File: src/rtl/multicycle_controller_if.sv
// Control bundle between the multicycle controller and the shared RV32I datapath.
// Latency: none (plain wires); the controller drives the control side combinationally.
// Backpressure: the memory stalls the controller through mem_ready only.
interface multicycle_controller_if;
  // instruction fields and datapath status
  logic [6:0] op;
  logic [2:0] funct3;
  logic       funct7b5;
  logic       zero;
  logic       mem_ready;
  // datapath controls
  logic       PCWrite;
  logic       AdrSrc;
  logic       MemWrite;
  logic       IRWrite;
  logic       RegWrite;
  logic [1:0] ResultSrc;
  logic [1:0] ALUSrcA;
  logic [1:0] ALUSrcB;
  logic [2:0] ALUControl;
  logic [1:0] ImmSrc;
  logic       illegal_op;
  logic [3:0] state;

  // controller side
  modport master (
    input  op, funct3, funct7b5, zero, mem_ready,
    output PCWrite, AdrSrc, MemWrite, IRWrite, RegWrite, ResultSrc,
           ALUSrcA, ALUSrcB, ALUControl, ImmSrc, illegal_op, state
  );

  // datapath / memory side
  modport slave (
    output op, funct3, funct7b5, zero, mem_ready,
    input  PCWrite, AdrSrc, MemWrite, IRWrite, RegWrite, ResultSrc,
           ALUSrcA, ALUSrcB, ALUControl, ImmSrc, illegal_op, state
  );
endinterface

File: src/rtl/multicycle_controller.sv
// Main control FSM of the multicycle RV32I core: sequences fetch/decode/execute/writeback.
// Latency: 3-5 cycles per instruction (2 for an illegal op), plus one per memory wait cycle.
// Backpressure: stalls in FETCH, MEMREAD and MEMWRITE until mem_ready; ignores it elsewhere.
module multicycle_controller (
  input  logic                       clk,
  input  logic                       rst,
  multicycle_controller_if.master    bus
);

  typedef enum logic [3:0] {
    S_FETCH    = 4'd0,
    S_DECODE   = 4'd1,
    S_MEMADR   = 4'd2,
    S_MEMREAD  = 4'd3,
    S_MEMWB    = 4'd4,
    S_MEMWRITE = 4'd5,
    S_EXECUTER = 4'd6,
    S_ALUWB    = 4'd7,
    S_EXECUTEI = 4'd8,
    S_JAL      = 4'd9,
    S_BEQ      = 4'd10
  } state_t;

  localparam logic [6:0] OP_LW   = 7'b0000011;
  localparam logic [6:0] OP_SW   = 7'b0100011;
  localparam logic [6:0] OP_R    = 7'b0110011;
  localparam logic [6:0] OP_I    = 7'b0010011;
  localparam logic [6:0] OP_JAL  = 7'b1101111;
  localparam logic [6:0] OP_BEQ  = 7'b1100011;

  state_t     state_q;
  state_t     state_d;
  logic [1:0] alu_op;
  logic       pc_write_raw;
  logic       mem_write_raw;
  logic       ir_write_raw;
  logic       reg_write_raw;
  logic       illegal_raw;
  logic       adr_src;
  logic [1:0] result_src;
  logic [1:0] alu_src_a;
  logic [1:0] alu_src_b;
  logic [2:0] alu_control;
  logic [1:0] imm_src;

  // State register; a synchronous reset aborts whatever instruction is in flight.
  always_ff @(posedge clk) begin
    if (rst) state_q <= S_FETCH;
    else     state_q <= state_d;
  end

  // Next-state and per-state controls; anything not driven in a state stays 0.
  always_comb begin
    state_d       = S_FETCH;
    alu_op        = 2'b00;
    pc_write_raw  = 1'b0;
    mem_write_raw = 1'b0;
    ir_write_raw  = 1'b0;
    reg_write_raw = 1'b0;
    illegal_raw   = 1'b0;
    adr_src       = 1'b0;
    result_src    = 2'b00;
    alu_src_a     = 2'b00;
    alu_src_b     = 2'b00;
    case (state_q)
      S_FETCH: begin
        alu_src_b    = 2'b10;
        result_src   = 2'b10;
        pc_write_raw = bus.mem_ready;
        ir_write_raw = bus.mem_ready;
        state_d      = bus.mem_ready ? S_DECODE : S_FETCH;
      end
      S_DECODE: begin
        alu_src_a = 2'b01;
        alu_src_b = 2'b01;
        case (bus.op)
          OP_LW, OP_SW: state_d = S_MEMADR;
          OP_R:         state_d = S_EXECUTER;
          OP_I:         state_d = S_EXECUTEI;
          OP_JAL:       state_d = S_JAL;
          OP_BEQ:       state_d = S_BEQ;
          default: begin
            state_d     = S_FETCH;
            illegal_raw = 1'b1;
          end
        endcase
      end
      S_MEMADR: begin
        alu_src_a = 2'b10;
        alu_src_b = 2'b01;
        state_d   = (bus.op == OP_LW) ? S_MEMREAD : S_MEMWRITE;
      end
      S_MEMREAD: begin
        adr_src = 1'b1;
        state_d = bus.mem_ready ? S_MEMWB : S_MEMREAD;
      end
      S_MEMWB: begin
        result_src    = 2'b01;
        reg_write_raw = 1'b1;
        state_d       = S_FETCH;
      end
      S_MEMWRITE: begin
        adr_src       = 1'b1;
        mem_write_raw = 1'b1;
        state_d       = bus.mem_ready ? S_FETCH : S_MEMWRITE;
      end
      S_EXECUTER: begin
        alu_src_a = 2'b10;
        alu_op    = 2'b10;
        state_d   = S_ALUWB;
      end
      S_EXECUTEI: begin
        alu_src_a = 2'b10;
        alu_src_b = 2'b01;
        alu_op    = 2'b10;
        state_d   = S_ALUWB;
      end
      S_ALUWB: begin
        reg_write_raw = 1'b1;
        state_d       = S_FETCH;
      end
      S_JAL: begin
        alu_src_a    = 2'b01;
        alu_src_b    = 2'b10;
        pc_write_raw = 1'b1;
        state_d      = S_ALUWB;
      end
      S_BEQ: begin
        alu_src_a    = 2'b10;
        alu_op       = 2'b01;
        pc_write_raw = bus.zero;
        state_d      = S_FETCH;
      end
      default: state_d = S_FETCH;
    endcase
  end

  // ALU decoder: R-type sub needs op[5] so that addi with Instr[30]=1 stays an add.
  always_comb begin
    alu_control = 3'b000;
    case (alu_op)
      2'b01: alu_control = 3'b001;
      2'b10: begin
        case (bus.funct3)
          3'b000:  alu_control = (bus.op[5] & bus.funct7b5) ? 3'b001 : 3'b000;
          3'b010:  alu_control = 3'b101;
          3'b110:  alu_control = 3'b011;
          3'b111:  alu_control = 3'b010;
          default: alu_control = 3'b000;
        endcase
      end
      default: alu_control = 3'b000;
    endcase
  end

  // Immediate format follows the opcode in every state, not just DECODE.
  always_comb begin
    imm_src = 2'b00;
    case (bus.op)
      OP_SW:   imm_src = 2'b01;
      OP_BEQ:  imm_src = 2'b10;
      OP_JAL:  imm_src = 2'b11;
      default: imm_src = 2'b00;
    endcase
  end

  // Write enables are killed combinationally during reset so an aborted instruction commits nothing.
  assign bus.PCWrite    = pc_write_raw  & ~rst;
  assign bus.IRWrite    = ir_write_raw  & ~rst;
  assign bus.MemWrite   = mem_write_raw & ~rst;
  assign bus.RegWrite   = reg_write_raw & ~rst;
  assign bus.illegal_op = illegal_raw   & ~rst;
  assign bus.AdrSrc     = adr_src;
  assign bus.ResultSrc  = result_src;
  assign bus.ALUSrcA    = alu_src_a;
  assign bus.ALUSrcB    = alu_src_b;
  assign bus.ALUControl = alu_control;
  assign bus.ImmSrc     = imm_src;
  assign bus.state      = state_q;

endmodule

File: src/flat_wrapper.sv
// flat-port wrapper written by rule: the top's interface ports become plain ports
module multicycle_controller_flat 
  (clk, rst, bus_op, bus_funct3, bus_funct7b5, bus_zero, bus_mem_ready, bus_PCWrite, bus_AdrSrc, bus_MemWrite, bus_IRWrite, bus_RegWrite, bus_ResultSrc, bus_ALUSrcA, bus_ALUSrcB, bus_ALUControl, bus_ImmSrc, bus_illegal_op, bus_state);
  multicycle_controller_if bus_i ();
  input  logic clk;
  input  logic rst;
  input wire logic [$bits(bus_i.op)-1:0] bus_op;
  input wire logic [$bits(bus_i.funct3)-1:0] bus_funct3;
  input wire logic [$bits(bus_i.funct7b5)-1:0] bus_funct7b5;
  input wire logic [$bits(bus_i.zero)-1:0] bus_zero;
  input wire logic [$bits(bus_i.mem_ready)-1:0] bus_mem_ready;
  output wire logic [$bits(bus_i.PCWrite)-1:0] bus_PCWrite;
  output wire logic [$bits(bus_i.AdrSrc)-1:0] bus_AdrSrc;
  output wire logic [$bits(bus_i.MemWrite)-1:0] bus_MemWrite;
  output wire logic [$bits(bus_i.IRWrite)-1:0] bus_IRWrite;
  output wire logic [$bits(bus_i.RegWrite)-1:0] bus_RegWrite;
  output wire logic [$bits(bus_i.ResultSrc)-1:0] bus_ResultSrc;
  output wire logic [$bits(bus_i.ALUSrcA)-1:0] bus_ALUSrcA;
  output wire logic [$bits(bus_i.ALUSrcB)-1:0] bus_ALUSrcB;
  output wire logic [$bits(bus_i.ALUControl)-1:0] bus_ALUControl;
  output wire logic [$bits(bus_i.ImmSrc)-1:0] bus_ImmSrc;
  output wire logic [$bits(bus_i.illegal_op)-1:0] bus_illegal_op;
  output wire logic [$bits(bus_i.state)-1:0] bus_state;
  assign bus_i.op = bus_op;
  assign bus_i.funct3 = bus_funct3;
  assign bus_i.funct7b5 = bus_funct7b5;
  assign bus_i.zero = bus_zero;
  assign bus_i.mem_ready = bus_mem_ready;
  assign bus_PCWrite = bus_i.PCWrite;
  assign bus_AdrSrc = bus_i.AdrSrc;
  assign bus_MemWrite = bus_i.MemWrite;
  assign bus_IRWrite = bus_i.IRWrite;
  assign bus_RegWrite = bus_i.RegWrite;
  assign bus_ResultSrc = bus_i.ResultSrc;
  assign bus_ALUSrcA = bus_i.ALUSrcA;
  assign bus_ALUSrcB = bus_i.ALUSrcB;
  assign bus_ALUControl = bus_i.ALUControl;
  assign bus_ImmSrc = bus_i.ImmSrc;
  assign bus_illegal_op = bus_i.illegal_op;
  assign bus_state = bus_i.state;
  multicycle_controller u_core (.clk(clk), .rst(rst), .bus(bus_i));
endmodule
File: config.mk
export PLATFORM = sky130hd
export DESIGN_NAME = multicycle_controller_flat
export DESIGN_NICKNAME = d
export VERILOG_FILES = /design/src/rtl/multicycle_controller_if.sv /design/src/rtl/multicycle_controller.sv /design/src/flat_wrapper.sv
export SDC_FILE = /design/constraint.sdc
export NUM_CORES = 1
export LEC_CHECK = 0
export BUFFER_PORTS_ARGS = -buffer_cell sky130_fd_sc_hd__clkbuf_2
export CORE_MARGIN = 1.5
export CORE_UTILIZATION = 45
export CTS_BUF_LIST = sky130_fd_sc_hd__clkbuf_4 sky130_fd_sc_hd__clkbuf_8
export DETAILED_ROUTE_END_ITERATION = 6
export PLACE_DENSITY = 0.81
export RECOVER_POWER = 50
export REMOVE_ABC_BUFFERS = 1
export SLEW_MARGIN = 20
export SYNTH_ARGS = -nofsm -noshare
export SYNTH_HDL_FRONTEND = slang
export SYNTH_SLANG_ARGS = --single-unit
File: constraint.sdc
create_clock -name clk -period 2.3 [get_ports clk]
set_clock_uncertainty 0.15 [all_clocks]
set_input_delay 0.46 -clock clk [delete_from_list [all_inputs] [get_ports clk]]
set_output_delay 0.46 -clock clk [all_outputs]
set_load 0.01 [all_outputs]
==> flow_metrics.tcl, run 1 <==
set metrics [dict create \
    status "finished with violations" \
    violations "setup timing" \
    path_max_fanout 5 \
    synthArstFlopShare_pct 0 \
    dr.pass1.iters 5 \
    drive_gt1_share_pct 47.8 \
    min-delay-path-class "in2reg" \
    final-hold-violation-count 0 \
    synth-seq-area-share_pct 12.6 \
    place_area_um2 852 \
    fin_area_um2 981 \
    period_minus_slack_ns 2.34 \
    port_buffers 35 \
    layout_commonest_cell "clkbuf_2" \
    fin_crit_sh_pct 102 \
    worstPathCellList "nor2_4 > nand2_2 > a21o_1 > buf_4 > ha_4 > nor4_2 > buf_2" \
    reg2regPathDepth 5 \
    root_buffer "clkbuf_4" \
    die_w_um 40.6 \
    start_util_pct 48.8 \
    clk_pin_slew_ns 0.04 \
    mostFrequentLayoutCells "clkbuf_2 (32), nand2b_1 (11), buf_4 (10)" \
    cp_slowest_cell "dfxtp_4" \
    largest_reg_flops 4 \
    grt_pass1_wl_um 2430 \
    drtIter0Drc 15 \
    ys_warn_count 0 \
    fmax_mhz 427 \
    fin_util_pct 75.4 \
    peakVddDrop_v 0.000255 \
    viasPerCell 5.75 \
    setup.worst_path.class "reg2out" \
    cellLeakagePower_nw 0.423 \
    clkLatencyLatePin_ns 0.24 \
    place.gp.congestion 0.842 \
    stdcell_count 153 \
    ant_nets 0 \
    worst_slew_margin_rel_pct 66.6 \
    antenna_found_initial 0 \
    first_global_vias 666 \
    areaGrowthSynthToFinish_pct 54.3 \
    min_from "bus_op[4]" \
    cpPeakStageDelay_ns 0.35 \
    rows 13 \
    cts_inserted_buffers 3 \
    clock_sinks 4 \
    rsz0062_at_grt "yes" \
    grt_max_degree 14 \
    wire_per_inst_um 12.6 \
    num-nets-final 157 \
    synth_cell_types 36 \
    grt-ovfl-total 0 \
    r2r_setup_slack_ns 0.61 \
    fp.dieArea_um2 1650 \
    vias 880 \
    ys_top_cells_by_area "dfxtp_1 (13%), nand2b_1 (12%), a21oi_1 (7.1%)" \
    synth.avg_cell_area_um2 6.76 \
    maxSlewViolCount 0 \
    dp_hpwl_um 1380 \
    fin_tns_setup_ns -0.0656 \
    setup_ws_ns -0.0402 \
    holdBufCountCts 0 \
    crit_arrival_ns 1.73 \
    diodes 0 \
    ys.flop_type "dfxtp_1" \
    min_to "u_core.bus.state[2]" \
    holdPathStages 3 \
    postSynthCellCount 94 \
    dp.cells 145 \
    reg2reg_to "u_core.bus.state[2]" \
    powerDensity_nw_per_um2 236 \
    setup_viol 2 \
    die_height_um 40.6 \
    core_um2 1300 \
    clk_path_buf_depth 2 \
    htreeDepth 1 \
    startpoint_type "register" \
    synth_area_leader_cell "dfxtp_1" \
    cap_violations 0 \
    crit_path_end_kind "primary output" \
    r2r-start "u_core.bus.state[2]" \
    synth_edf_count 0 \
    cts_tree "done" \
    io_pins 36 \
    routed_wl_um 1930 \
    synth_area_um2 636 \
    worst_pin_slew_ns 0.500 \
    yosys.area.top_type_share_pct 12.6 \
    grt_usage_pct 22.8 \
    synth.ff_latch_count 4 \
    crit_required_ns 1.69 \
    route.detailed.drc 0 \
]
## layout make-up
type	instances	area, um^2
multi-input combinational	82	578
fill	109	320
timing repair buffer	47	264
tap	15	18.8
inverter	2	7.51
clock buffer	3	22.5
sequential	4	90.1
## timing repair
action / 4_1_cts / 5_1_grt
endpoints found under the setup margin: 3 / 4
pin swaps: 3 / 4
buffers inserted: 2 / 3
resized for setup: 7 / 16
## metal layers
| layer | track usage, % | wire (um) | vias up |
|---|---|---|---|
| li1 | - | - | 445 |
| met1 | 21.3 | 798 | 389 |
| met2 | 40.9 | 968 | 42 |
| met3 | 7.22 | 129 | 4 |
| met4 | 16.7 | 32 | 0 |
| met5 | 0 | 0 | - |
## cell families (layout without fill, tap and decap cells)
kind of cell    Yosys count  count (layout)  share of synthesized area, %
compound gates           24              24                          24.6
xor+xnor                  1               1                          1.38
fa+ha+maj                 2               2                          3.94
buf+inv                   8              52                          5.90
flops                     4               4                          12.6
simple gates             55              55                          51.6
## power by group
group	switching [mW]	internal [mW]
registers	0.00298	0.0692
logic	0.0380	0.0334
clock network	0.0299	0.0584
total	0.0709	0.161
## Yosys cell counts, drive strengths merged (3+ instances only)
| cell | n |
|---|---|
| nor2 | 11 |
| nand2 | 3 |
| nor3 | 6 |
| buf | 5 |
| nand3b | 4 |
| dfxtp | 4 |
| nand2b | 12 |
| and3 | 3 |
| a21o | 3 |
| a21oi | 9 |
| nor4 | 3 |
## worst max-delay path, delay by kind of cell, from the launching register on
family,cells,cell delay [ns]
adder cells (fa/ha/maj),1,0.21
flip-flops,1,0.35
buffers and inverters,2,0.30
AND/OR/NAND/NOR,3,0.43
AO/OA/AOI/OAI,1,0.19
## worst max path at each step
| stage | from | to | slack, ns | cells after the start |
|---|---|---|---|---|
| floorplan | u_core.bus.state[1] | bus_ALUControl[2] | -0.08 | 5 |
| global placement | u_core.bus.state[1] | bus_ALUControl[2] | 0.20 | 6 |
| detailed placement | u_core.bus.state[1] | bus_ALUControl[2] | 0.14 | 6 |
| CTS | u_core.bus.state[2] | bus_ALUControl[2] | -0.02 | 8 |
| global route | u_core.bus.state[1] | bus_ALUControl[0] | -0.15 | 10 |
| finish | u_core.bus.state[1] | bus_ALUControl[2] | -0.04 | 7 |
## stage by stage
step	power [mW]	setup WS (ns)	hold slack (ns)
after CTS	0.228	-0.0150	0.430
after detailed placement	0.140	0.145	0.474
after global placement	0.138	0.199	0.451
after global routing	0.252	-0.154	0.419
after floorplan	0.106	-0.0824	0.494
final	0.232	-0.0402	0.437
Note: power is estimated with default switching activity, not from simulation.
==> inputs of run 2 (changes only) <==
--- a/config.mk
+++ b/config.mk
@@ -7,10 +7,10 @@
 export LEC_CHECK = 0
 export BUFFER_PORTS_ARGS = -buffer_cell sky130_fd_sc_hd__clkbuf_2
 export CORE_MARGIN = 1.5
-export CORE_UTILIZATION = 45
+export CORE_UTILIZATION = 35
 export CTS_BUF_LIST = sky130_fd_sc_hd__clkbuf_4 sky130_fd_sc_hd__clkbuf_8
 export DETAILED_ROUTE_END_ITERATION = 6
-export PLACE_DENSITY = 0.81
+export PLACE_DENSITY = 0.68
 export RECOVER_POWER = 50
 export REMOVE_ABC_BUFFERS = 1
 export SLEW_MARGIN = 20
==> constraint.sdc (replaced) <==
create_clock -name clk -period 1.89 [get_ports clk]
set_clock_uncertainty 0.15 [all_clocks]
set_input_delay 0.378 -clock clk [delete_from_list [all_inputs] [get_ports clk]]
set_output_delay 0.378 -clock clk [all_outputs]
set_load 0.01 [all_outputs]
==> flow_metrics.tcl, run 2 (synthesized netlist as in run 1, its figures left out) <==
set metrics [dict create \
    drtIter0Drc 11 \
    io_pins 36 \
    start_util_pct 37.2 \
    status "finished with violations" \
    grt_pass1_wl_um 3280 \
    dp.cells 159 \
    powerDensity_nw_per_um2 255 \
    grt-ovfl-total 0 \
    largest_reg_flops 4 \
    violations "setup timing" \
    cellLeakagePower_nw 0.502 \
    cap_violations 0 \
    period_minus_slack_ns 2.19 \
    grt_usage_pct 22.1 \
    crit_arrival_ns 1.66 \
    die_w_um 45.6 \
    hold_ws_ns 0.370 \
    fp.dieArea_um2 2080 \
    port_buffers 35 \
    drive_gt1_share_pct 60.1 \
    setup_viol 7 \
    startpoint_type "register" \
    grt_max_degree 15 \
    fmax_mhz 457 \
    holdBufCountCts 0 \
    die_height_um 45.6 \
    crit_path_end_kind "primary output" \
    vias 899 \
    layout_commonest_cell "clkbuf_2" \
    worst_pin_slew_ns 0.342 \
    rsz0062_at_grt "yes" \
    crit_required_ns 1.36 \
    ant_nets 0 \
    num-nets-final 167 \
    clock_sinks 4 \
    r2r_setup_slack_ns 0.19 \
    dr.pass1.iters 4 \
    worst_slew_margin_rel_pct 77.2 \
    antenna_found_initial 0 \
    wire_per_inst_um 13.0 \
    dp_hpwl_um 1450 \
    clk_path_buf_depth 2 \
    fin_crit_sh_pct 116 \
    place.gp.congestion 0.777 \
    areaGrowthSynthToFinish_pct 85.0 \
    mostFrequentLayoutCells "clkbuf_2 (27), buf_4 (16), buf_2 (9)" \
    clk_pin_slew_ns 0.04 \
    path_max_fanout 4 \
    min-delay-path-class "in2reg" \
    clkLatencyLatePin_ns 0.24 \
    htreeDepth 1 \
    routed_wl_um 2250 \
    stdcell_count 173 \
    setup.worst_path.class "reg2out" \
    route.detailed.drc 0 \
    rows 15 \
    root_buffer "clkbuf_4" \
    cts_inserted_buffers 3 \
    peakVddDrop_v 0.000195 \
    diodes 0 \
    cts_tree "done" \
    fin_util_pct 68.9 \
    first_global_vias 792 \
    core_um2 1710 \
    viasPerCell 5.20 \
    setup_ws_ns -0.300 \
    maxSlewViolCount 0 \
    final-hold-violation-count 0 \
]
[run 2: cell types whose count changed in the layout (fill, tap and decap cells not counted), moves of 3 or more]
cell,delta
nand2b_4,+4
nand2b_1,-3
clkbuf_2,-5
buf_2,+7
buf_4,+6
[run 2: area by class of cell]
cell class	count	area [um^2]
inverter	2	7.51
tap	25	31.3
fill	144	532
sequential	4	90.1
multi-input combinational	82	672
clock buffer	3	22.5
timing repair buffer	57	353
[run 2: path summary, 6_finish.rpt]
kind,from,to,cells past startpoint
worst max register to register,u_core.bus.state[0],u_core.bus.state[1],5
worst min-delay path,bus_op[4],u_core.bus.state[2],3
worst max-delay path,u_core.bus.state[1],bus_ALUControl[2],6
worst min register to register,u_core.bus.state[3],u_core.bus.state[1],3
[run 2: worst max-delay path, stage by stage, from the launching register on]
cell,delay [ns]
dfxtp_4,0.36
nor2b_2,0.15
nand3b_1,0.18
inv_2,0.11
ha_4,0.20
nor4_2,0.25
buf_2,0.17
[run 2: where the power goes]
group	internal, mW	switching, mW	leakage, nW
combinational	0.0513	0.0546	0.453
clock	0.0711	0.0362	0.0138
sequential	0.0841	0.00249	0.0349
total	0.206	0.0933	0.502
[run 2: timing repair]
item                                    in CTS  in global routing
resized for setup                           27                 28
pin swaps                                    9                 10
setup buffers                                6                  6
endpoints found under the setup margin       9                 10
[run 2: routing by layer]
metal | GRT usage [%] | vias up | wire (um)
li1 | - | 457 | -
met1 | 23.8 | 403 | 970
met2 | 38.6 | 35 | 1140
met3 | 3.17 | 4 | 105
met4 | 15.9 | 0 | 39
met5 | 0 | - | 0
[run 2: metrics by stage]
step	area (um^2)	TNS (ns)	power, mW	setup slack, ns
floorplan	606	-0.860	0.129	-0.410
global placement	895	-0.0847	0.173	-0.0435
detailed placement	895	-0.238	0.175	-0.117
CTS	1080	-0.863	0.304	-0.319
global route	1180	-1.83	0.316	-0.408
finish	1180	-1.13	0.300	-0.300
==> inputs of run 3 (changes only) <==
--- a/config.mk
+++ b/config.mk
@@ -7,11 +7,11 @@
 export LEC_CHECK = 0
 export BUFFER_PORTS_ARGS = -buffer_cell sky130_fd_sc_hd__clkbuf_2
 export CORE_MARGIN = 1.5
-export CORE_UTILIZATION = 35
+export CORE_UTILIZATION = 40
 export CTS_BUF_LIST = sky130_fd_sc_hd__clkbuf_4 sky130_fd_sc_hd__clkbuf_8
 export DETAILED_ROUTE_END_ITERATION = 6
-export PLACE_DENSITY = 0.68
-export RECOVER_POWER = 50
+export PLACE_DENSITY = 0.77
+export RECOVER_POWER = 25
 export REMOVE_ABC_BUFFERS = 1
 export SLEW_MARGIN = 20
 export SYNTH_ARGS = -nofsm -noshare
==> flow_metrics.tcl, run 3 (synthesized netlist as in run 1, its figures left out) <==
set metrics [dict create \
    period_minus_slack_ns 2.34 \
    diodes 0 \
    setup_ws_ns -0.448 \
    clk_path_buf_depth 2 \
    fp.dieArea_um2 1840 \
    cts_inserted_buffers 3 \
    dp_hpwl_um 1470 \
    root_buffer "clkbuf_4" \
    min-delay-path-class "in2reg" \
    vias 1130 \
    cap_violations 0 \
    setup.worst_path.class "reg2out" \
    dr.pass1.iters 7 \
    io_pins 36 \
    setup_viol 16 \
    powerDensity_nw_per_um2 233 \
    clkLatencyLatePin_ns 0.25 \
    maxSlewViolCount 0 \
    p_int_uw 209 \
    grt_usage_pct 28.2 \
    largest_reg_flops 4 \
    die_height_um 42.9 \
    crit_arrival_ns 1.81 \
    worst_pin_slew_ns 0.535 \
    antenna_found_initial 0 \
    drive_gt1_share_pct 67.1 \
    switching_share_pct 35.2 \
    r2r_setup_slack_ns -0.36 \
    port_buffers 35 \
    mostFrequentLayoutCells "buf_4 (26), clkbuf_2 (24), nor2_1 (9), buf_2 (9)" \
    min_from "bus_op[4]" \
    clock_sinks 4 \
    seq_area_um2 92.6 \
    cts_tree "done" \
    fin_crit_sh_pct 124 \
    htreeDepth 1 \
    dp.cells 152 \
    combPwrFrac_pct 37.9 \
    num-nets-final 180 \
    rows 14 \
    start_util_pct 42.7 \
    reg2regPathDepth 14 \
    route.detailed.drc 0 \
    seqPwrFrac_pct 26.5 \
    drtIter0Drc 81 \
    holdPathStages 3 \
    fmax_mhz 428 \
    viasPerCell 6.38 \
    reg2reg_to "u_core.bus.state[1]" \
    fin_area_um2 1390 \
    r2r-start "u_core.bus.state[2]" \
    fill_cells 59 \
    p_switching_uw 114 \
    layout_commonest_cell "buf_4" \
    clockPowerShare_pct 35.6 \
    startpoint_type "register" \
    min_to "u_core.bus.state[2]" \
    cellLeakagePower_nw 0.587 \
    grt-ovfl-total 0 \
    grt_pass1_wl_um 3950 \
    grt_max_degree 16 \
    violations "setup timing" \
    areaGrowthSynthToFinish_pct 118 \
    crit_required_ns 1.36 \
    place_area_um2 898 \
    stdcell_count 177 \
    ant_nets 0 \
    fin_tns_setup_ns -2.99 \
    path_max_fanout 4 \
    crit_path_end_kind "primary output" \
    core_um2 1490 \
    clk_pin_slew_ns 0.04 \
    worst_slew_margin_rel_pct 64.3 \
    routed_wl_um 3740 \
    multi_input_area_um2 753 \
    die_w_um 42.9 \
    wire_per_inst_um 21.1 \
    final-hold-violation-count 0 \
    place.gp.congestion 0.835 \
    status "finished with violations" \
    first_global_vias 881 \
    rsz0062_at_grt "yes" \
    peakVddDrop_v 0.000258 \
]
## run 3: cell types whose count changed in the layout (fill, tap and decap cells not counted), moves of 2 or more
| cell | before | now |
|---|---|---|
| clkbuf_2 | 27 | 24 |
| buf_4 | 16 | 26 |
| nor3_2 | 2 | 4 |
| buf_6 | 3 | 8 |
| nor3_1 | 4 | 1 |
## run 3: metrics by stage
step	power [mW]	setup WS, ns	hold WS (ns)	utilization (%)
4_1_cts	0.301	-0.331	0.374	75.5
3_3_place_gp	0.172	-0.0506	0.493	60.3
2_1_floorplan	0.129	-0.410	0.412	-
3_5_place_dp	0.175	-0.105	0.491	60.3
6_report	0.323	-0.448	0.395	93.0
5_1_grt	0.340	-0.562	0.399	93.0
## run 3: layout make-up
type                    count  area share (%)
multi-input cells          82            54.4
repair buffers             70            35.3
flip-flops and latches      4            6.68
clock buffers               3            1.63
well taps                  16            1.45
inverters                   2           0.542
## run 3: worst max-delay path by stage
| stage | from | to | slack, ns | depth (start not counted) |
|---|---|---|---|---|
| after detailed placement | u_core.bus.state[1] | bus_ALUControl[0] | -0.11 | 10 |
| after CTS | u_core.bus.state[2] | bus_ALUControl[0] | -0.33 | 10 |
| final | u_core.bus.state[2] | bus_ALUControl[0] | -0.45 | 10 |
| after global placement | u_core.bus.state[3] | bus_ALUControl[2] | -0.05 | 5 |
| after floorplan | u_core.bus.state[1] | bus_ALUControl[2] | -0.41 | 5 |
| after global routing | u_core.bus.state[2] | bus_ALUControl[0] | -0.56 | 10 |
## run 3: critical path, cell delays in order (launching register included)
cell     delay [ns]
dfxtp_4        0.35
nor2_4         0.12
nand2_2        0.06
a21o_1         0.19
inv_2          0.08
ha_4           0.15
nand3_2        0.07
nor3_2         0.21
nor3_2         0.09
nor2_1         0.09
buf_2          0.14
## run 3: power by group through the flow
stage / Sequential (mW) / Combinational, mW / Clock (mW)
floorplan: 0.0937 / 0.0350 / 0
global placement: 0.0897 / 0.0824 / 0
detailed placement: 0.0897 / 0.0848 / 0
CTS: 0.0890 / 0.102 / 0.110
global route: 0.0854 / 0.129 / 0.126
finish: 0.0856 / 0.123 / 0.115
## run 3: metal layers
layer	global-route usage (%)	up-vias	share of wire [%]
met4	10.6	0	3.7
li1	-	488	-
met2	48.5	95	51
met1	33.8	529	36
met5	0	-	0
met3	5.96	18	9.3
## run 3: repair_timing
action,in CTS,in global routing
pin swaps,7,11
gates resized for setup,22,51
buffers inserted,13,10
endpoints found under the setup margin,8,13
hold buffers,0,0
